<file path="src/rtl/multicycle_ctrl.sv">
// multicycle_ctrl: multi-cycle main control FSM sequencing fetch/decode/exec/mem/wb with bus watchdog and traps
module multicycle_ctrl #(
  parameter int TIMEOUT_CYCLES = 255,
  parameter int CNT_W = 32
) (
  input  logic             clk,
  input  logic             rst_n,
  input  logic [6:0]       opcode,
  input  logic [2:0]       funct3,
  input  logic             alu_zero,
  input  logic             mem_ready,
  output logic             mem_req,
  output logic             mem_we,
  output logic             iord,
  output logic             ir_we,
  output logic             pc_we,
  output logic             pc_src,
  output logic             reg_we,
  output logic             wb_sel,
  output logic             alu_src_b,
  output logic [1:0]       alu_op,
  output logic [2:0]       state,
  output logic [CNT_W-1:0] retired,
  output logic             trap,
  output logic [1:0]       trap_cause
);
  localparam logic [2:0] S_IDLE   = 3'd0;
  localparam logic [2:0] S_FETCH  = 3'd1;
  localparam logic [2:0] S_DECODE = 3'd2;
  localparam logic [2:0] S_EXEC   = 3'd3;
  localparam logic [2:0] S_MEM    = 3'd4;
  localparam logic [2:0] S_WB     = 3'd5;
  localparam logic [2:0] S_TRAP   = 3'd7;
  localparam int WD_W = TIMEOUT_CYCLES > 1 ? $clog2(TIMEOUT_CYCLES) : 1;
  localparam logic [WD_W-1:0] WD_LAST = WD_W'(TIMEOUT_CYCLES > 0 ? TIMEOUT_CYCLES - 1 : 0);

  logic [2:0] nxt;
  logic [WD_W-1:0] wd_cnt;
  logic is_r, is_i, is_lw, is_sw, is_br, legal, waiting, timeout, retire;

  assign is_r    = opcode == 7'b0110011;
  assign is_i    = opcode == 7'b0010011;
  assign is_lw   = opcode == 7'b0000011;
  assign is_sw   = opcode == 7'b0100011;
  assign is_br   = opcode == 7'b1100011;
  assign legal   = is_r | is_i | is_lw | is_sw | (is_br & (funct3[2:1] == 2'b00));
  assign waiting = mem_req & ~mem_ready;
  assign timeout = (TIMEOUT_CYCLES != 0) && waiting && (wd_cnt == WD_LAST);
  assign retire  = (state == S_EXEC && is_br) || (state == S_MEM && mem_ready && is_sw) || state == S_WB;

  assign mem_req    = state == S_FETCH || state == S_MEM;
  assign mem_we     = state == S_MEM && is_sw;
  assign iord       = state == S_MEM;
  assign ir_we      = state == S_FETCH && mem_ready;
  assign pc_we      = retire;
  assign pc_src     = state == S_EXEC && is_br && (alu_zero ^ funct3[0]);
  assign reg_we     = state == S_WB;
  assign wb_sel     = state == S_WB && is_lw;
  assign alu_src_b  = state == S_EXEC && (is_i | is_lw | is_sw);
  assign alu_op     = state != S_EXEC ? 2'b00 : (is_r | is_i) ? 2'b10 : is_br ? 2'b01 : 2'b00;
  assign trap       = state == S_TRAP;

  // next-state selection; a mem_ready in the timeout cycle takes priority over the trap
  always_comb begin
    nxt = S_IDLE;
    case (state)
      S_IDLE:   nxt = S_FETCH;
      S_FETCH:  nxt = mem_ready ? S_DECODE : timeout ? S_TRAP : S_FETCH;
      S_DECODE: nxt = legal ? S_EXEC : S_TRAP;
      S_EXEC:   nxt = is_br ? S_FETCH : (is_lw | is_sw) ? S_MEM : S_WB;
      S_MEM:    nxt = mem_ready ? (is_sw ? S_FETCH : S_WB) : timeout ? S_TRAP : S_MEM;
      S_WB:     nxt = S_FETCH;
      S_TRAP:   nxt = S_TRAP;
      default:  nxt = S_IDLE;
    endcase
  end

  // state, trap cause, retire counter and bus watchdog
  always_ff @(posedge clk or negedge rst_n) begin
    if (!rst_n) begin
      state      <= S_IDLE;
      trap_cause <= 2'b00;
      retired    <= '0;
      wd_cnt     <= '0;
    end else begin
      state <= nxt;
      if (state != S_TRAP && nxt == S_TRAP) trap_cause <= state == S_DECODE ? 2'b01 : 2'b10;
      if (retire) retired <= retired + CNT_W'(1);
      wd_cnt <= (waiting && nxt == state) ? wd_cnt + 1'b1 : '0;
    end
  end
endmodule
</file>
<file path="config.mk">
export PLATFORM = sky130hd
export DESIGN_NAME = multicycle_ctrl
export DESIGN_NICKNAME = d
export VERILOG_FILES = /design/src/rtl/multicycle_ctrl.sv
export SDC_FILE = /design/constraint.sdc
export NUM_CORES = 1
export LEC_CHECK = 0
export ABC_CLOCK_PERIOD_IN_PS = 4100
export CORE_UTILIZATION = 50
export CTS_BUF_LIST = sky130_fd_sc_hd__clkbuf_16
export DETAILED_ROUTE_END_ITERATION = 7
export MAX_ROUTING_LAYER = met4
export PLACE_DENSITY = 0.93
export SYNTH_ARGS = -nofsm -noshare
export SYNTH_HDL_FRONTEND = slang
export SYNTH_SLANG_ARGS = --single-unit
</file>
<file path="constraint.sdc">
create_clock -name clk -period 4.1 [get_ports clk]
set_input_delay 1.23 -clock clk [delete_from_list [all_inputs] [get_ports clk]]
set_output_delay 1.23 -clock clk [all_outputs]
set_load 0.02 [all_outputs]
</file>
After elaboration in Yosys (flattened, before gate mapping)
Index checks and enable logic that the tools add are counted.
W data, S select, Z words.
{"block": "word_totals", "reg_bits": 45, "input_bits": 14, "out_inout_bits": 49, "wordCells": 64}
{"block": "op_classes", "add_sub_neg": 2, "eq_ne": 16, "n_mux": 14, "bitwise": 11, "n_reduce_logical": 17}
{"cell": "$add A32 B1 Y32 const B", "count": 1}
{"cell": "$mux W3", "count": 6}
{"cell": "$pmux W3 S6", "count": 1}
{"cell": "$eq A7 B6 Y1 const B", "count": 2}
{"cell": "$eq A3 B3 Y1 const B", "count": 4}
{"cell": "$logic_and A1 B1 Y1", "count": 11}
{"cell": "$add A8 B1 Y8 const B", "count": 1}
{"cell": "$eq A8 B8 Y1 const B", "count": 1}
{"cell": "$mux W2", "count": 4}
{"cell": "$mux W8", "count": 1}
{"cell": "$eq A7 B2 Y1 const B", "count": 1}
{"cell": "$eq A7 B5 Y1 const B", "count": 1}
{"cell": "$eq A7 B7 Y1 const B", "count": 1}
{"cell": "$or A1 B1 Y1", "count": 7}
{"cell": "$eq A3 B2 Y1 const B", "count": 2}
{"cell": "$eq A3 B1 Y1 const B", "count": 1}
{"cell": "$eq A3 B3 Y1", "count": 1}
{"cell": "$logic_not A3 Y1", "count": 1}
{"cell": "$logic_or A1 B1 Y1", "count": 3}
{"cell": "$ne A3 B2 Y1 const B", "count": 1}
{"cell": "$ne A3 B3 Y1 const B", "count": 1}
{"cell": "$and A1 B1 Y1", "count": 2}
{"cell": "$logic_not A2 Y1", "count": 1}
{"cell": "$mux W1", "count": 2}
{"cell": "other kinds (3)", "count": 3}

Longest topological paths before layout
Gate-level depths: netlist of run 1.
{"block": "depth", "word_depth": 10, "mapped_depth": 7, "ltp_nobuf": 5}

Worst setup path after synthesis of run 1
Ideal clock, no wire load.
{"block": "synth_path", "path_kind": "input port to output port", "from": "input opcode[2]", "to": "output pc_src", "t_arrival_ns": 2.180, "t_required_ns": 2.870, "setup_slack_ns": 0.690, "path_stages": 3, "n_path_buf": 0, "cell_sequence": "and4bb_2 -> nand3_1 -> nor3_1"}
{"block": "synth_between", "elab_chain_len": 3}
{"element": "from (decl)", "line": "8", "source": "input logic [6:0] opcode,"}
{"element": "$eq A7 B7 Y1", "line": "45", "source": "assign is_br = opcode == 7'b1100011;"}
{"element": "$logic_and A1 B1 Y1 (2 in a row)", "line": "56", "source": "assign pc_src = state == S_EXEC && is_br && (alu_zero ^ funct3[0]);"}
{"element": "to (decl)", "line": "17", "source": "output logic pc_src,"}
Every way passes these cells.

Worst setup path in the final report of run 1
{"block": "layout_path", "from": "input mem_ready", "to": "output ir_we"}
{"block": "layout_between", "elab_chain_len": 1}
{"element": "from (decl)", "line": "11", "source": "input logic mem_ready,"}
{"element": "$logic_and A1 B1 Y1", "line": "54", "source": "assign ir_we = state == S_FETCH && mem_ready;"}
{"element": "to (decl)", "line": "15", "source": "output logic ir_we,"}
Every way passes these cells.

==> results of run 1 <==
==> through the flow <==
step | setup slack [ns] | setup TNS (ns) | instances
final | 0.125 | 0 | 363
after global routing | 0.0589 | 0 | 363
after CTS | 0.00456 | 0 | 363
after detailed placement | -0.117 | -0.384 | 355
after global placement | -0.112 | -0.314 | 355
after floorplan | 0.690 | 0 | 220
==> kinds of logic after synthesis <==
logic type,count (synthesis)
fa+ha+maj,3
mux,2
flops,45
buf+inv,11
simple gates,104
compound gates,17
xor+xnor,38
==> routing by layer <==
| layer | routed length, microns | vias to the layer above | track usage |
|---|---|---|---|
| li1 | - | 933 | - |
| met1 | 2370 | 946 | 0.271 |
| met2 | 2780 | 45 | 0.372 |
| met3 | 161 | 4 | 0.0333 |
| met4 | 36 | 0 | 0.0741 |
| met5 | 0 | - | - |
==> synthesized netlist by cell type (3+ instances only) <==
cell      number  area [sq um]
dfrtp_1       45          1130
xnor2_1       29           254
a21oi_1        5          25.0
nand3_2       11           110
and3_1        15          93.8
nor2_1        14          52.6
xor2_1         8          70.1
nor3_1         3          15.0
and4_1         4          35.0
nand3_1       10          50.1
ha_1           3          37.5
nand2_1       12          45.0
nand4_1        7          43.8
nor2b_1        4          25.0
inv_1          5          18.8
nand2b_1       3          18.8
==> final cells by class <==
cell class              count  area [sq um]
clock buffers               5           125
inverters                   5          18.8
fillers                   335          1370
clock inverters             3          42.5
repair buffers             74           704
well taps                  67          83.8
multi-input cells         164          1290
flip-flops and latches     45          1130
==> state kept, by name, indices dropped and copies added (netlist names) <==
name        count
trap_cause      2
wd_cnt          8
state           3
retired        32
==> power groups by stage <==
stage                     registers, mW  clock network [mW]  logic (mW)
final                             0.585               0.446       0.514
after global routing              0.596               0.475       0.554
after CTS                         0.582               0.454       0.516
after detailed placement          0.592                   0       0.515
after global placement            0.585                   0       0.501
after floorplan                   0.597                   0       0.301
==> what timing repair did <==
action / CTS / global route
gates resized for setup: 6 / 3
setup buffers: 0 / 0
pin swaps: 0 / 0
endpoints found under the setup margin: 5 / 2
hold buffers: 0 / 0
==> worst max-delay path by stage <==
stage	from	to	slack, ns	cells after the start
2_1_floorplan	opcode[2]	pc_src	0.69	3
3_3_place_gp	opcode[3]	pc_we	-0.11	7
3_5_place_dp	opcode[3]	pc_we	-0.12	7
4_1_cts	opcode[2]	mem_we	0.005	5
5_1_grt	mem_ready	ir_we	0.06	5
6_report	mem_ready	ir_we	0.12	5
==> summary.txt, run 1 <==
Status
  – Status: finished clean

Timing
  – Clk_skew: 0.00574 ns
  – Period minus WS final: 3.98 ns
  – Max transition margin: 0.355
  – Final hold vios: 0
  – Fmax: 0.252 GHz
  – Final Max Slew Viols: 0
  – Final period utilization: 0.970
  – Fin Hold WS: 0.466 ns
  – Slew @ Worst Pin: 0.967 ns
  – RSZ-0062 raised after global routing: false
  – Setup violations, final: 0

Clocking
  – CTS tree: built
  – Max Buffers Root-to-Sink: 2
  – CTS clock-pin slew for the worst setup and hold paths: 0.06 ns
  – Clock latency on the worst-skew pair: 0.28 ns
  – # H-tree levels: 2
  – CTS Buf Count: 5
  – Sink Count: 45
  – Clock Tree Root: clkbuf_16

Yosys
  – Synthesized area per cell: 11.3 sq um
  – Sequential area share after synthesis: 0.455
  – Post-synth ARST share: 1.00
  – Post-Syn Nets: 237
  – Synthesized area: 0.00248 sq mm
  – Post-Synthesis Cells: 220
  – Number of flops mapped to enable cells by yosys: 0
  – Ys Warns: 0
  – Adder-Cell Fraction of Synth Area: 0.0152
  – Post-synthesis mux area share: 0.00859
  – Post-synth cell types: 47
  – Synth Area in Simple Gates: 0.282
  – Synth Area in XOR/XNOR: 0.137
  – Top_reg_cell synth: dfrtp_1
  – Largest family of logic cells by synthesized area: simple AND/OR/NAND/NOR gates
  – Post-synthesis compound-gate area fraction: 0.0737
  – Post-synthesis register bit count: 45

Floorplanning
  – Initial Util: 0.521
  – Die Height: 72.4 microns
  – Io pins: 63
  – Num rows: 25
  – Chip width: 72.4 microns
  – Die area: 0.00524 sq mm
  – Core Area: 0.00475 sq mm

Critical path
  – CP Data Arrival Time: 2.75 ns
  – Worst path slowest cell: clkdlybuf4s50_1
  – Worst flop-to-flop path endpoint: retired[20]$_DFFE_PN0P_
  – Largest delay share family, worst path: buffers and inverters
  – CP peak stage delay: 0.64 ns
  – Type of the worst setup path: primary input to output port
  – CP Capture Type: output port
  – CP max FO: 4
  – Crit path buffers/inverters: 4
  – Origin of the critical flop-to-flop path: state[1]$_DFF_PN0_
  – Cell Chain, Critical Path: clkdlybuf4s50_1 > buf_4 > inv_1 > nor3_1 > clkdlybuf4s50_1
  – Most used cell, CP: clkdlybuf4s50_1
  – Kind of start point of the critical path: primary input
  – Crit path required time: 2.87 ns
  – R2R depth: 6
  – Reg2Reg Setup Slack: 1.94 ns

Cells and area
  – Area Growth Syn to Fin: 36.8%
  – Fin util: 0.713
  – Share of cells above drive strength 1: 0.169
  – Commonest cells after routing, fill and taps aside: clkdlybuf4s50_1 (54), dfrtp_1 (45), xnor2_1 (29), and3_1 (15), nor2_1 (13)
  – Final instance area: 0.00339 sq mm
  – Number of inserted diodes: 0
  – Nets: 312
  – Commonest non-fill, non-tap cell in the layout: clkdlybuf4s50_1

Routing
  – Post-route antenna net violation count: 0
  – Vias: 1928
  – Vias per Instance: 5.31
  – Total Routed Length: 5.34 mm
  – DRC viols: 0
  – 1st-iter DRT viols: 111
  – Routed len/inst: 14.7 microns
  – Drt pass-1 iters: 4

Pwr
  – Switch share: 0.341
  – Switching pwr: 527 uW
  – Leak: 1.53 nW
  – Seq pwr share: 0.379
  – Clk pwr share: 0.289
  – Maximum VDD drop: 0.272 mV
  – P per Cell Area: 456 mW/mm^2
  – Logic pwr share: 0.332
  – Design internal power: 1.02 mW
  – Total power: 1.54 mW

Global routing
  – GR Overflow Total: 0
  – Aggregate global-route resource usage: 0.221
  – Global-route wire length before repair: 8.74 mm
  – Antenna violations before repair: 0
  – Vias in the first global route: 1930
  – Largest net degree at the start of global routing: 46

Place
  – Port bufs: 62
  – Dpl cell area: 0.00321 sq mm
  – Final Wtd Congestion: 0.788
  – DP HPWL: 3.87 mm

Job
  – Number of max-cap violations: 0

Worst hold path
  – Worst Hold Path Cells: 1
  – Hold Path Sink: retired[31]$_DFFE_PN0P_
  – Hold Path Origin: retired[31]$_DFFE_PN0P_
  – HP Class: flip-flop to flip-flop
(Power assumes the default switching activity.)
==> inputs of run 2 (changes only) <==
CORE_UTILIZATION = 51   (was 50)
PLACE_DENSITY = 0.95   (was 0.93)
==> summary.txt, run 2 (synthesis gave the netlist of run 1 again) <==
Status
  – Status: finished clean (unchanged)

Place
  – Dpl cells: 336 (was 355)
  – Dpl cell area: 0.00317 sq mm (was 0.00321 sq mm)
  – Final Wtd Congestion: 0.829 (was 0.788)
  – Port bufs: 62 (unchanged)
  – DP HPWL: 3.77 mm (was 3.87 mm)

Timing
  – Final hold vios: 0 (unchanged)
  – Final Max Slew Viols: 0 (unchanged)
  – Max transition margin: 0.362 (was 0.355)
  – Clk_skew: 0.00583 ns (was 0.00574 ns)
  – Fmax: 0.251 GHz (was 0.252 GHz)
  – Setup violations, final: 0 (unchanged)
  – Final period utilization: 0.970 (about the same)
  – Slew @ Worst Pin: 0.957 ns (was 0.967 ns)
  – Fin Setup TNS: 0 ns (unchanged)
  – RSZ-0062 raised after global routing: false (unchanged)
  – Period minus WS final: 3.98 ns (about the same)

Global routing
  – Met3 GRT Util: 0.0506 (was 0.0333)
  – Vias in the first global route: 1880 (was 1930)
  – Antenna violations before repair: 0 (unchanged)
  – Largest net degree at the start of global routing: 46 (unchanged)
  – Met2 GRT Util: 0.367 (was 0.372)
  – GR Overflow Total: 0 (unchanged)
  – Grt met1 use: 0.273 (was 0.271)
  – Global-route wire length before repair: 8.67 mm (was 8.74 mm)
  – Aggregate global-route resource usage: 0.222 (was 0.221)
  – GR peak layer: met2 (unchanged)

Clocking
  – Setup repair bufs after CTS: 0 (unchanged)
  – Clock latency on the worst-skew pair: 0.29 ns (was 0.28 ns)
  – Clock Tree Root: clkbuf_16 (unchanged)
  – CTS tree: built (unchanged)
  – Sink Count: 45 (unchanged)
  – CTS clock-pin slew for the worst setup and hold paths: 0.06 ns (about the same)
  – Max Buffers Root-to-Sink: 2 (unchanged)
  – CTS Buf Count: 5 (unchanged)
  – # H-tree levels: 2 (unchanged)

Pwr
  – Leak: 1.49 nW (was 1.53 nW)
  – Maximum VDD drop: 0.350 mV (was 0.272 mV)
  – P per Cell Area: 462 mW/mm^2 (was 456 mW/mm^2)

Routing
  – Total Routed Length: 5.25 mm (was 5.34 mm)
  – Vias: 1967 (was 1928)
  – Routed len/inst: 15.3 microns (was 14.7 microns)
  – Drt pass-1 iters: 4 (unchanged)
  – DRC viols: 0 (unchanged)
  – Vias per Instance: 5.72 (was 5.31)
  – Post-route antenna net violation count: 0 (unchanged)
  – 1st-iter DRT viols: 121 (was 111)

Floorplanning
  – Core Area: 0.00450 sq mm (was 0.00475 sq mm)
  – Die Height: 71.7 microns (was 72.4 microns)
  – Chip width: 71.7 microns (was 72.4 microns)
  – Num rows: 24 (was 25)
  – Io pins: 63 (unchanged)
  – Die area: 0.00514 sq mm (was 0.00524 sq mm)
  – Initial Util: 0.550 (was 0.521)

Cells and area
  – Share of cells above drive strength 1: 0.161 (was 0.169)
  – Number of inserted diodes: 0 (unchanged)
  – Area Growth Syn to Fin: 34.8% (was 36.8%)
  – Final instance area: 0.00334 sq mm (was 0.00339 sq mm)
  – Largest regs: retired x32, wd_cnt x8, state x3 (unchanged)
  – Commonest cells after routing, fill and taps aside: clkdlybuf4s50_1 (54), dfrtp_1 (45), xnor2_1 (29), and3_1 (15), nor2_1 (13) (unchanged)
  – Largest register FFs: 32 (unchanged)
  – Nets: 308 (was 312)
  – Fin util: 0.741 (was 0.713)
  – Commonest non-fill, non-tap cell in the layout: clkdlybuf4s50_1 (unchanged)
  – Layout Cells excl Fill: 344 (was 363)
  – Biggest register: retired (unchanged)

Worst hold path
  – HP Class: flip-flop to flip-flop (unchanged)

Job
  – Number of max-cap violations: 0 (unchanged)

Critical path
  – Crit path required time: 2.87 ns (about the same)
  – CP max FO: 4 (unchanged)
  – CP Capture Type: output port (unchanged)
  – CP Data Arrival Time: 2.75 ns (about the same)
  – Type of the worst setup path: primary input to output port (unchanged)
  – Kind of start point of the critical path: primary input (unchanged)
[run 2: per-layer routing]
metal / up-vias / wire length (microns)
met5: - / 0
met3: 9 / 221
met1: 984 / 2250
li1: 919 / -
met4: 0 / 81
met2: 55 / 2690
[run 2: final cells by class]
class,instances,area (sq um)
clock buffer,5,125
multi-input combinational,164,1290
timing repair buffer,70,671
clock inverter,3,41.3
sequential,45,1130
fill,307,1160
inverter,5,18.8
tap,52,65.1
[run 2: power breakdown]
| group | leakage (nW) | switching (mW) | total (mW) | internal [mW] |
|---|---|---|---|---|
| clock | 0.0775 | 0.158 | 0.443 | 0.285 |
| combinational | 0.804 | 0.271 | 0.513 | 0.242 |
| sequential | 0.605 | 0.0977 | 0.587 | 0.489 |
| total | 1.49 | 0.527 | 1.54 | 1.02 |
[run 2: critical path: stages]
cell	delay, ns
clkdlybuf4s50_1	0.50
buf_4	0.14
inv_1	0.07
nor3_1	0.18
clkdlybuf4s50_1	0.63
[run 2: final timing paths]
| kind | slack (ns) | endpoint | cells after the start | from |
|---|---|---|---|---|
| min in group asynchronous | 1.09 | retired[27]$_DFFE_PN0P_ | 1 | rst_n |
| worst min-delay path | 0.47 | retired[31]$_DFFE_PN0P_ | 1 | retired[31]$_DFFE_PN0P_ |
| worst max register to register | 1.92 | retired[26]$_DFFE_PN0P_ | 6 | state[1]$_DFF_PN0_ |
| worst min register to register | 0.47 | retired[31]$_DFFE_PN0P_ | 1 | retired[31]$_DFFE_PN0P_ |
| max in group asynchronous | 2.41 | wd_cnt[6]$_DFF_PN0_ | 1 | rst_n |
| worst max-delay path | 0.12 | ir_we | 5 | mem_ready |
[run 2: per-stage QoR]
stage | setup WS [ns] | hold slack, ns | power (mW)
6_report | 0.123 | 0.466 | 1.54
3_3_place_gp | -0.0909 | 0.460 | 1.09
4_1_cts | 0.0119 | 0.474 | 1.56
2_1_floorplan | 0.690 | 0.493 | 0.898
5_1_grt | 0.0477 | 0.477 | 1.61
3_5_place_dp | -0.149 | 0.466 | 1.11
[run 2: timing repair]
action,CTS,global route
endpoints found under the setup margin,6,1
cloned,0,0
resized for setup,9,1
hold buffers,0,0
